File: config.mk
export PLATFORM = sky130hd
export DESIGN_NAME = light_sequencer_flat
export DESIGN_NICKNAME = d
export VERILOG_FILES = /design/src/rtl/light_sequencer_if.sv /design/src/rtl/light_sequencer.sv /design/src/flat_wrapper.sv
export SDC_FILE = /design/constraint.sdc
export NUM_CORES = 1
export LEC_CHECK = 0
export BUFFER_PORTS_ARGS = -buffer_cell sky130_fd_sc_hd__buf_2
export CORE_AREA = 2 2 39 41
export CTS_CLUSTER_SIZE = 24
export DETAILED_ROUTE_END_ITERATION = 10
export DIE_AREA = 0 0 41 43
export HOLD_SLACK_MARGIN = 0.06
export PLACE_DENSITY = 0.79
export SLEW_MARGIN = 20
export SYNTH_ARGS = -nofsm -noshare
export SYNTH_HDL_FRONTEND = slang
export SYNTH_SLANG_ARGS = --single-unit
export TNS_END_PERCENT = 5
File: constraint.sdc
create_clock -name clk -period 1.85 [get_ports clk]
set_input_delay 0.2775 -clock clk [delete_from_list [all_inputs] [get_ports clk]]
set_output_delay 0.2775 -clock clk [all_outputs]
set_load 0.1 [all_outputs]
File: src/rtl/light_sequencer_if.sv
// Link between the direction-select FSM and the lamp output stage.
// The hazard input exists only when LIGHT_SEQUENCER_HAZARD_EN is defined.
interface light_sequencer_if;
    logic [4:0] state;
`ifdef LIGHT_SEQUENCER_HAZARD_EN
    logic       hazard;
`endif
    logic [2:0] lamp_l;
    logic [2:0] lamp_r;
    logic       tick;
    logic       state_err;

`ifdef LIGHT_SEQUENCER_HAZARD_EN
    modport master (
        output state,
        output hazard,
        input  lamp_l,
        input  lamp_r,
        input  tick,
        input  state_err
    );

    modport slave (
        input  state,
        input  hazard,
        output lamp_l,
        output lamp_r,
        output tick,
        output state_err
    );
`else
    modport master (
        output state,
        input  lamp_l,
        input  lamp_r,
        input  tick,
        input  state_err
    );

    modport slave (
        input  state,
        output lamp_l,
        output lamp_r,
        output tick,
        output state_err
    );
`endif
endinterface

File: src/rtl/light_sequencer.sv
// Lamp pattern stage: latches the one-hot selector state and drives timed sweep/blink patterns.
// Optional hazard override is compiled in with LIGHT_SEQUENCER_HAZARD_EN.
module light_sequencer #(
    parameter int unsigned TICK_DIV = 4
) (
    input  logic               clk,
    input  logic               reset,
    light_sequencer_if.slave   bus
);

    localparam int unsigned CNT_W = (TICK_DIV > 1) ? $clog2(TICK_DIV) : 1;
    localparam logic [CNT_W-1:0] CNT_MAX = CNT_W'(TICK_DIV - 1);

    localparam logic [4:0] MODE_L_SWEEP = 5'b00010;
    localparam logic [4:0] MODE_L_BLINK = 5'b00100;
    localparam logic [4:0] MODE_R_SWEEP = 5'b01000;
    localparam logic [4:0] MODE_R_BLINK = 5'b10000;

    logic [4:0]       mode_q, mode_d;
    logic [CNT_W-1:0] cnt_q, cnt_d;
    logic [1:0]       phase_q, phase_d;
    // Distinguishes the cleared reset value of mode_q from a latched all-zero state.
    logic             seen_q;

    logic             haz;
    logic             haz_changed;
    logic             mode_onehot;
    logic             mode_active;
    logic             run;
    logic             at_max;
    logic             changed;
    logic [2:0]       sweep_pat;
    logic [2:0]       blink_pat;

`ifdef LIGHT_SEQUENCER_HAZARD_EN
    logic haz_q;

    always_ff @(posedge clk or posedge reset) begin
        if (reset) begin
            haz_q <= 1'b0;
        end else begin
            haz_q <= bus.hazard;
        end
    end

    assign haz         = haz_q;
    assign haz_changed = (bus.hazard != haz_q);
`else
    assign haz         = 1'b0;
    assign haz_changed = 1'b0;
`endif

    always_ff @(posedge clk or posedge reset) begin
        if (reset) begin
            mode_q  <= '0;
            cnt_q   <= '0;
            phase_q <= '0;
            seen_q  <= 1'b0;
        end else begin
            mode_q  <= mode_d;
            cnt_q   <= cnt_d;
            phase_q <= phase_d;
            seen_q  <= 1'b1;
        end
    end

    always_comb begin
        mode_onehot = (mode_q != 5'd0) && ((mode_q & (mode_q - 5'd1)) == 5'd0);
        mode_active = mode_onehot && !mode_q[0];
        run         = mode_active || haz;
        at_max      = (cnt_q == CNT_MAX);
        changed     = (bus.state != mode_q) || haz_changed;
    end

    // Any input change restarts the pattern; idle/invalid modes park the counters at zero.
    always_comb begin
        mode_d  = bus.state;
        cnt_d   = '0;
        phase_d = '0;
        if (!changed && run) begin
            if (at_max) begin
                phase_d = phase_q + 2'd1;
            end else begin
                cnt_d   = cnt_q + CNT_W'(1);
                phase_d = phase_q;
            end
        end
    end

    always_comb begin
        sweep_pat = 3'b000;
        case (phase_q)
            2'd0:    sweep_pat = 3'b001;
            2'd1:    sweep_pat = 3'b011;
            2'd2:    sweep_pat = 3'b111;
            default: sweep_pat = 3'b000;
        endcase
        blink_pat = phase_q[0] ? 3'b000 : 3'b111;
    end

    always_comb begin
        bus.lamp_l    = 3'b000;
        bus.lamp_r    = 3'b000;
        bus.tick      = run && at_max;
        bus.state_err = seen_q && !mode_onehot;
        if (haz) begin
            bus.lamp_l = blink_pat;
            bus.lamp_r = blink_pat;
        end else begin
            case (mode_q)
                MODE_L_SWEEP: bus.lamp_l = sweep_pat;
                MODE_L_BLINK: bus.lamp_l = blink_pat;
                MODE_R_SWEEP: bus.lamp_r = sweep_pat;
                MODE_R_BLINK: bus.lamp_r = blink_pat;
                default: ;
            endcase
        end
    end

endmodule
File: src/flat_wrapper.sv
// flat-port wrapper written by rule: the top's interface ports become plain ports
module light_sequencer_flat 
#(
    parameter int unsigned TICK_DIV = 4
)
  (clk, reset, bus_state, bus_lamp_l, bus_lamp_r, bus_tick, bus_state_err);
  light_sequencer_if bus_i ();
  input  logic clk;
  input  logic reset;
  input wire logic [$bits(bus_i.state)-1:0] bus_state;
  output wire logic [$bits(bus_i.lamp_l)-1:0] bus_lamp_l;
  output wire logic [$bits(bus_i.lamp_r)-1:0] bus_lamp_r;
  output wire logic [$bits(bus_i.tick)-1:0] bus_tick;
  output wire logic [$bits(bus_i.state_err)-1:0] bus_state_err;
  assign bus_i.state = bus_state;
  assign bus_lamp_l = bus_i.lamp_l;
  assign bus_lamp_r = bus_i.lamp_r;
  assign bus_tick = bus_i.tick;
  assign bus_state_err = bus_i.state_err;
  light_sequencer #(.TICK_DIV(TICK_DIV)) u_core (.clk(clk), .reset(reset), .bus(bus_i));
endmodule
# Yosys cells after proc, flatten, opt, wreduce, memory -nomap -nowiden
# Index checks and enable logic that the tools add are counted.
[word_totals]
regBits = 10
inputBits = 7
wordCells = 36
[classes]
n_addsub = 3
n_eq_ne = 9
muxes = 8
bitwise = 1
reduce_logical = 11
[ops]
columns = ["cell", "n"]
rows = [
  ["one-hot mux 3 bit (2 select lines)", 2],
  ["one-hot mux 3 bit (3 select lines)", 1],
  ["2-to-1 mux 2 bit", 4],
  ["AND 5 bit", 1],
  ["== test 5 x 2 -> 1 bit (second input constant)", 1],
  ["== test 5 x 3 -> 1 bit (second input constant)", 1],
  ["== test 5 x 4 -> 1 bit (second input constant)", 1],
  ["== test 5 bit (second input constant)", 1],
  ["logical AND 1 bit", 5],
  ["zero test 5 bit", 1],
  ["!= test 5 bit", 1],
  ["nonzero test 5 bit", 1],
  ["subtractor 5 x 1 -> 5 bit (second input constant)", 1],
  ["adder 2 x 1 -> 2 bit (second input constant)", 2],
  ["== test 2 bit (second input constant)", 2],
  ["zero test 1 bit", 3],
  ["2-to-1 mux 3 bit", 1],
  ["== test 2 x 1 -> 1 bit (second input constant)", 1],
  ["zero test 2 bit", 1],
  ["!= test 2 x 1 -> 1 bit (second input constant)", 1],
]

# Longest topological paths before layout
[logic_depth]
ltp_word = 7
mapped_depth = 5
ltp_nobuf = 5

# Least setup slack after synthesis
# OpenSTA, ideal clock, no wires.
[synth_timing]
path_kind = "register to output"
from = "register u_core.mode_q[1]"
to = "output port bus_tick"
arrival_time_ps = 3067
slack_ps = -1495
stages_incl_launch_ff = 5
path_buffers = 1
path_cell_list = "dfrtp_1 clkbuf_8 nor4b_4 a211oi_2 nor3b_1"
[synth_between]
elab_chain_cells = 6
word_cells_on_any_way = 7
[synth_lines]
columns = ["element", "line", "text"]
rows = [
  ["from (decl)", "light_sequencer.sv:19", "logic [4:0] mode_q, mode_d;"],
  ["from (signal assigned)", "light_sequencer.sv:60", "mode_q <= mode_d;"],
  ["subtractor 5 x 1 -> 5 bit", "light_sequencer.sv:68", "mode_onehot = (mode_q != 5'd0) && ((mode_q & (mode_q - 5'd1)) == 5'd0);"],
  ["AND 5 bit", "light_sequencer.sv:68", ""],
  ["zero test 5 bit", "light_sequencer.sv:68", ""],
  ["logical AND 1 bit *", "light_sequencer.sv:68", ""],
  ["logical AND 1 bit *", "light_sequencer.sv:69", "mode_active = mode_onehot && !mode_q[0];"],
  ["logical AND 1 bit *", "light_sequencer.sv:104", "bus.tick = run && at_max;"],
  ["to (decl)", "flat_wrapper.sv:13", "output wire logic [$bits(bus_i.tick)-1:0] bus_tick;"],
]
# Every way passes the cells marked *; elsewhere a longest branch is shown, timed or not.

# Worst setup path in the final report
[layout_timing]
from = "register u_core.mode_q[3]"
to = "output port bus_lamp_l[1]"
[layout_between]
elab_chain_cells = 2
word_cells_on_any_way = 3
[layout_lines]
columns = ["element", "line", "text"]
rows = [
  ["== test 5 x 3 -> 1 bit or == test 5 x 2 -> 1 bit (tied branches)", "light_sequencer.sv:110", "case (mode_q)"],
  ["one-hot mux 3 bit (2 select lines) *", "light_sequencer.sv:110", ""],
  ["to (decl)", "flat_wrapper.sv:11", "output wire logic [$bits(bus_i.lamp_l)-1:0] bus_lamp_l;"],
]
# Marked as above.

==> reports/summary.txt <==
Post-Syn Area: 712 um^2
clk_lat worst skew: 0.26 ns
# rows: 14
Core ar.: 1380 um^2
CP max stage cell: dfrtp_2
failing checks: negative setup slack
clock-pin slew on the worst setup and hold paths: 0.07 ns
Worst Clk Skew: 0.0119 ns
Post-Syn Nets: 80
crit path buf inv count: 1
CTS Buffer Depth: 2
routed via count: 578
crit path cell chain: or3_1 > a21oi_2 > buf_12
largest net degree at the start of global routing: 12
Distinct cells, synth: 26
H-tree depth: 1
Crit Path Category: reg -> out
# Max-Cap Violations: 0
global-route wire length before repair: 2.10 mm
Mapped Cells: 70
Final WS setup: -0.0247 ns
initial DRC count: 6
DRT Pass-1 Iters: 4
required time worst endpoint: 1.57 ns
Register Area: 255 um^2
Synthesis Warnings: 0
Hold Vio Cnt, Final: 0
max incr delay on CP: 0.48 ns
wire per inst: 12.5 um
commonest non-fill, non-tap cell in the layout: buf_12
vias in the first global route: 522
fin nets: 103
Critical Path End Type: primary output
DRT Wirelength: 1.35 mm
Mean Syn Cell Area: 10.2 um^2
GPL Wtd Cong: 0.775
TritonCTS clock tree: built
Power Density: 548 nW/um^2
Die Height: 43 um
crit start category: register
fin crit period: 1.87 ns
IO buf count: 14
Hold/Removal Path Class: in -> reg
Worst path top cell family by delay: flip-flops
synthesized flop and latch total: 10
maximum vdd drop: 0.475 mV
status: finished with violations
ant diodes: 0
Max Fanout on Critical Path: 10
initial antenna violation count: 0
Num CTS Buffers: 3
Leakage: 0.430 nW
area of the multi-input gates: 464 um^2
P&R area growth vs syn: 46.7%
most frequent cells in the layout: 8 x buf_12, 7 x buf_2, 7 x buf_4
fmax: 533 MHz
final setup fails: 7
die width: 41 um
sequential share of the synthesized area: 35.1%
Filler Cell Count: 89
CTS Sinks: 10
Post-DP HPWL: 958 um
die area: 1760 um^2
CP arrival: 1.60 ns
Placement Setup Slack: 0.118 ns
Initial Util: 51.4%
I/O Pins: 15
setup TNS: -0.0962 ns
CTS root buffer: clkbuf_4
vias per cell: 5.35
layout cell share with drive strength beyond 1: 47.8%
RSZ-0062 raised after global routing: true
GRT Util Overall: 17.9%
Post-DRT Antenna Nets: 0
GRT Residual Overflow: 0
DRC viols: 0
fraction of the cycle the final worst path needs: 101%
Slew Limit Fails: 0
-- flip-flops by register name (all words and copies together) (netlist names) --
name	flops
u_core.cnt_q	2
u_core.mode_q	5
u_core.phase_q	2
u_core.seen_q	1
-- cells by family after synthesis --
logic type                 synth area share, %
buffers and inverters                     9.84
adders and majority gates                 5.27
and+or+nand+nor                           30.9
xor gates and xnor gates                  8.61
other                                    0.527
DFF                                       35.1
AOI/OAI and AO/OA                         9.67
-- layer usage --
metal | vias up | GRT usage, % | share of wire, %
met5 | - | 0 | 0
met4 | 0 | 11.3 | 1.9
li1 | 291 | - | -
met2 | 22 | 27.8 | 52
met3 | 4 | 3.66 | 4.0
met1 | 261 | 21.4 | 41
-- metrics by stage --
stage / utilization, % / hold slack, ns / total power [mW] / instances / instance area [um^2]
6_report: 75.5 / 0.141 / 0.573 / 108 / 1040
5_1_grt: 75.5 / 0.128 / 0.599 / 108 / 1040
4_1_cts: 72.6 / 0.133 / 0.569 / 104 / 1000
3_5_place_dp: 68.1 / 0.269 / 0.373 / 98 / 942
3_3_place_gp: 68.1 / 0.257 / 0.369 / 98 / 942
2_1_floorplan: - / 0.118 / 0.341 / 70 / 768
-- report_power, final --
part | internal (mW) | leakage, nW | switching, mW
logic | 0.0584 | 0.288 | 0.0802
registers | 0.226 | 0.122 | 0.0157
clock network | 0.119 | 0.0210 | 0.0728
-- worst register-to-register path: stages (launching register included) --
cell      delay, ns
dfrtp_2        0.44
buf_4          0.16
nor4b_4        0.21
a211oi_2       0.10
buf_4          0.17
nor4_1         0.27
-- cell type report --
cell class | instances | area share (%)
Inverter | 3 | 1.08
Sequential cell | 10 | 24.4
Tap cell | 16 | 1.92
Multi-Input combinational cell | 52 | 44.4
Timing Repair Buffer | 23 | 24.7
Clock buffer | 4 | 3.47
-- worst paths after layout --
path	from	endpoint	slack (ns)	depth (start not counted)
min in group asynchronous	reset	u_core.cnt_q[1]	0.55	3
worst min register to register	u_core.cnt_q[0]	u_core.cnt_q[0]	0.52	2
worst max register to register	u_core.mode_q[1]	u_core.phase_q[1]	0.41	5
worst min-delay path	bus_state[2]	u_core.mode_q[2]	0.14	1
worst max-delay path	u_core.mode_q[3]	bus_lamp_l[1]	-0.02	3
max in group asynchronous	reset	u_core.mode_q[1]	1.00	3
-- Yosys cell counts, drive strengths merged --
| master | n | share of area, % |
|---|---|---|
| conb | 1 | 0.53 |
| nand3b | 2 | 2.1 |
| or3 | 3 | 2.8 |
| a21oi | 6 | 4.2 |
| nor4 | 4 | 3.5 |
| inv | 3 | 1.6 |
| nor3b | 1 | 1.1 |
| xnor2 | 4 | 4.9 |
| a211oi | 2 | 2.8 |
| o211a | 1 | 1.4 |
| clkbuf | 1 | 1.9 |
| xor2 | 3 | 3.7 |
| o2111ai | 1 | 1.2 |
| nor4b | 4 | 9.1 |
| nand2 | 4 | 2.1 |
| nand2b | 5 | 4.4 |
| ha | 3 | 5.3 |
| nor2 | 3 | 1.6 |
| buf | 4 | 6.3 |
| nor2b | 1 | 0.88 |
| nand3 | 3 | 2.1 |
| and2b | 1 | 1.2 |
| dfrtp | 10 | 35 |
-- what timing repair did --
action	in CTS	in global routing
endpoints found under the setup margin	8	7
gates resized for setup	5	3
hold buffers	1	0
endpoints found under the hold margin	10	0
setup buffers	1	4
(Power assumes the default switching activity.)
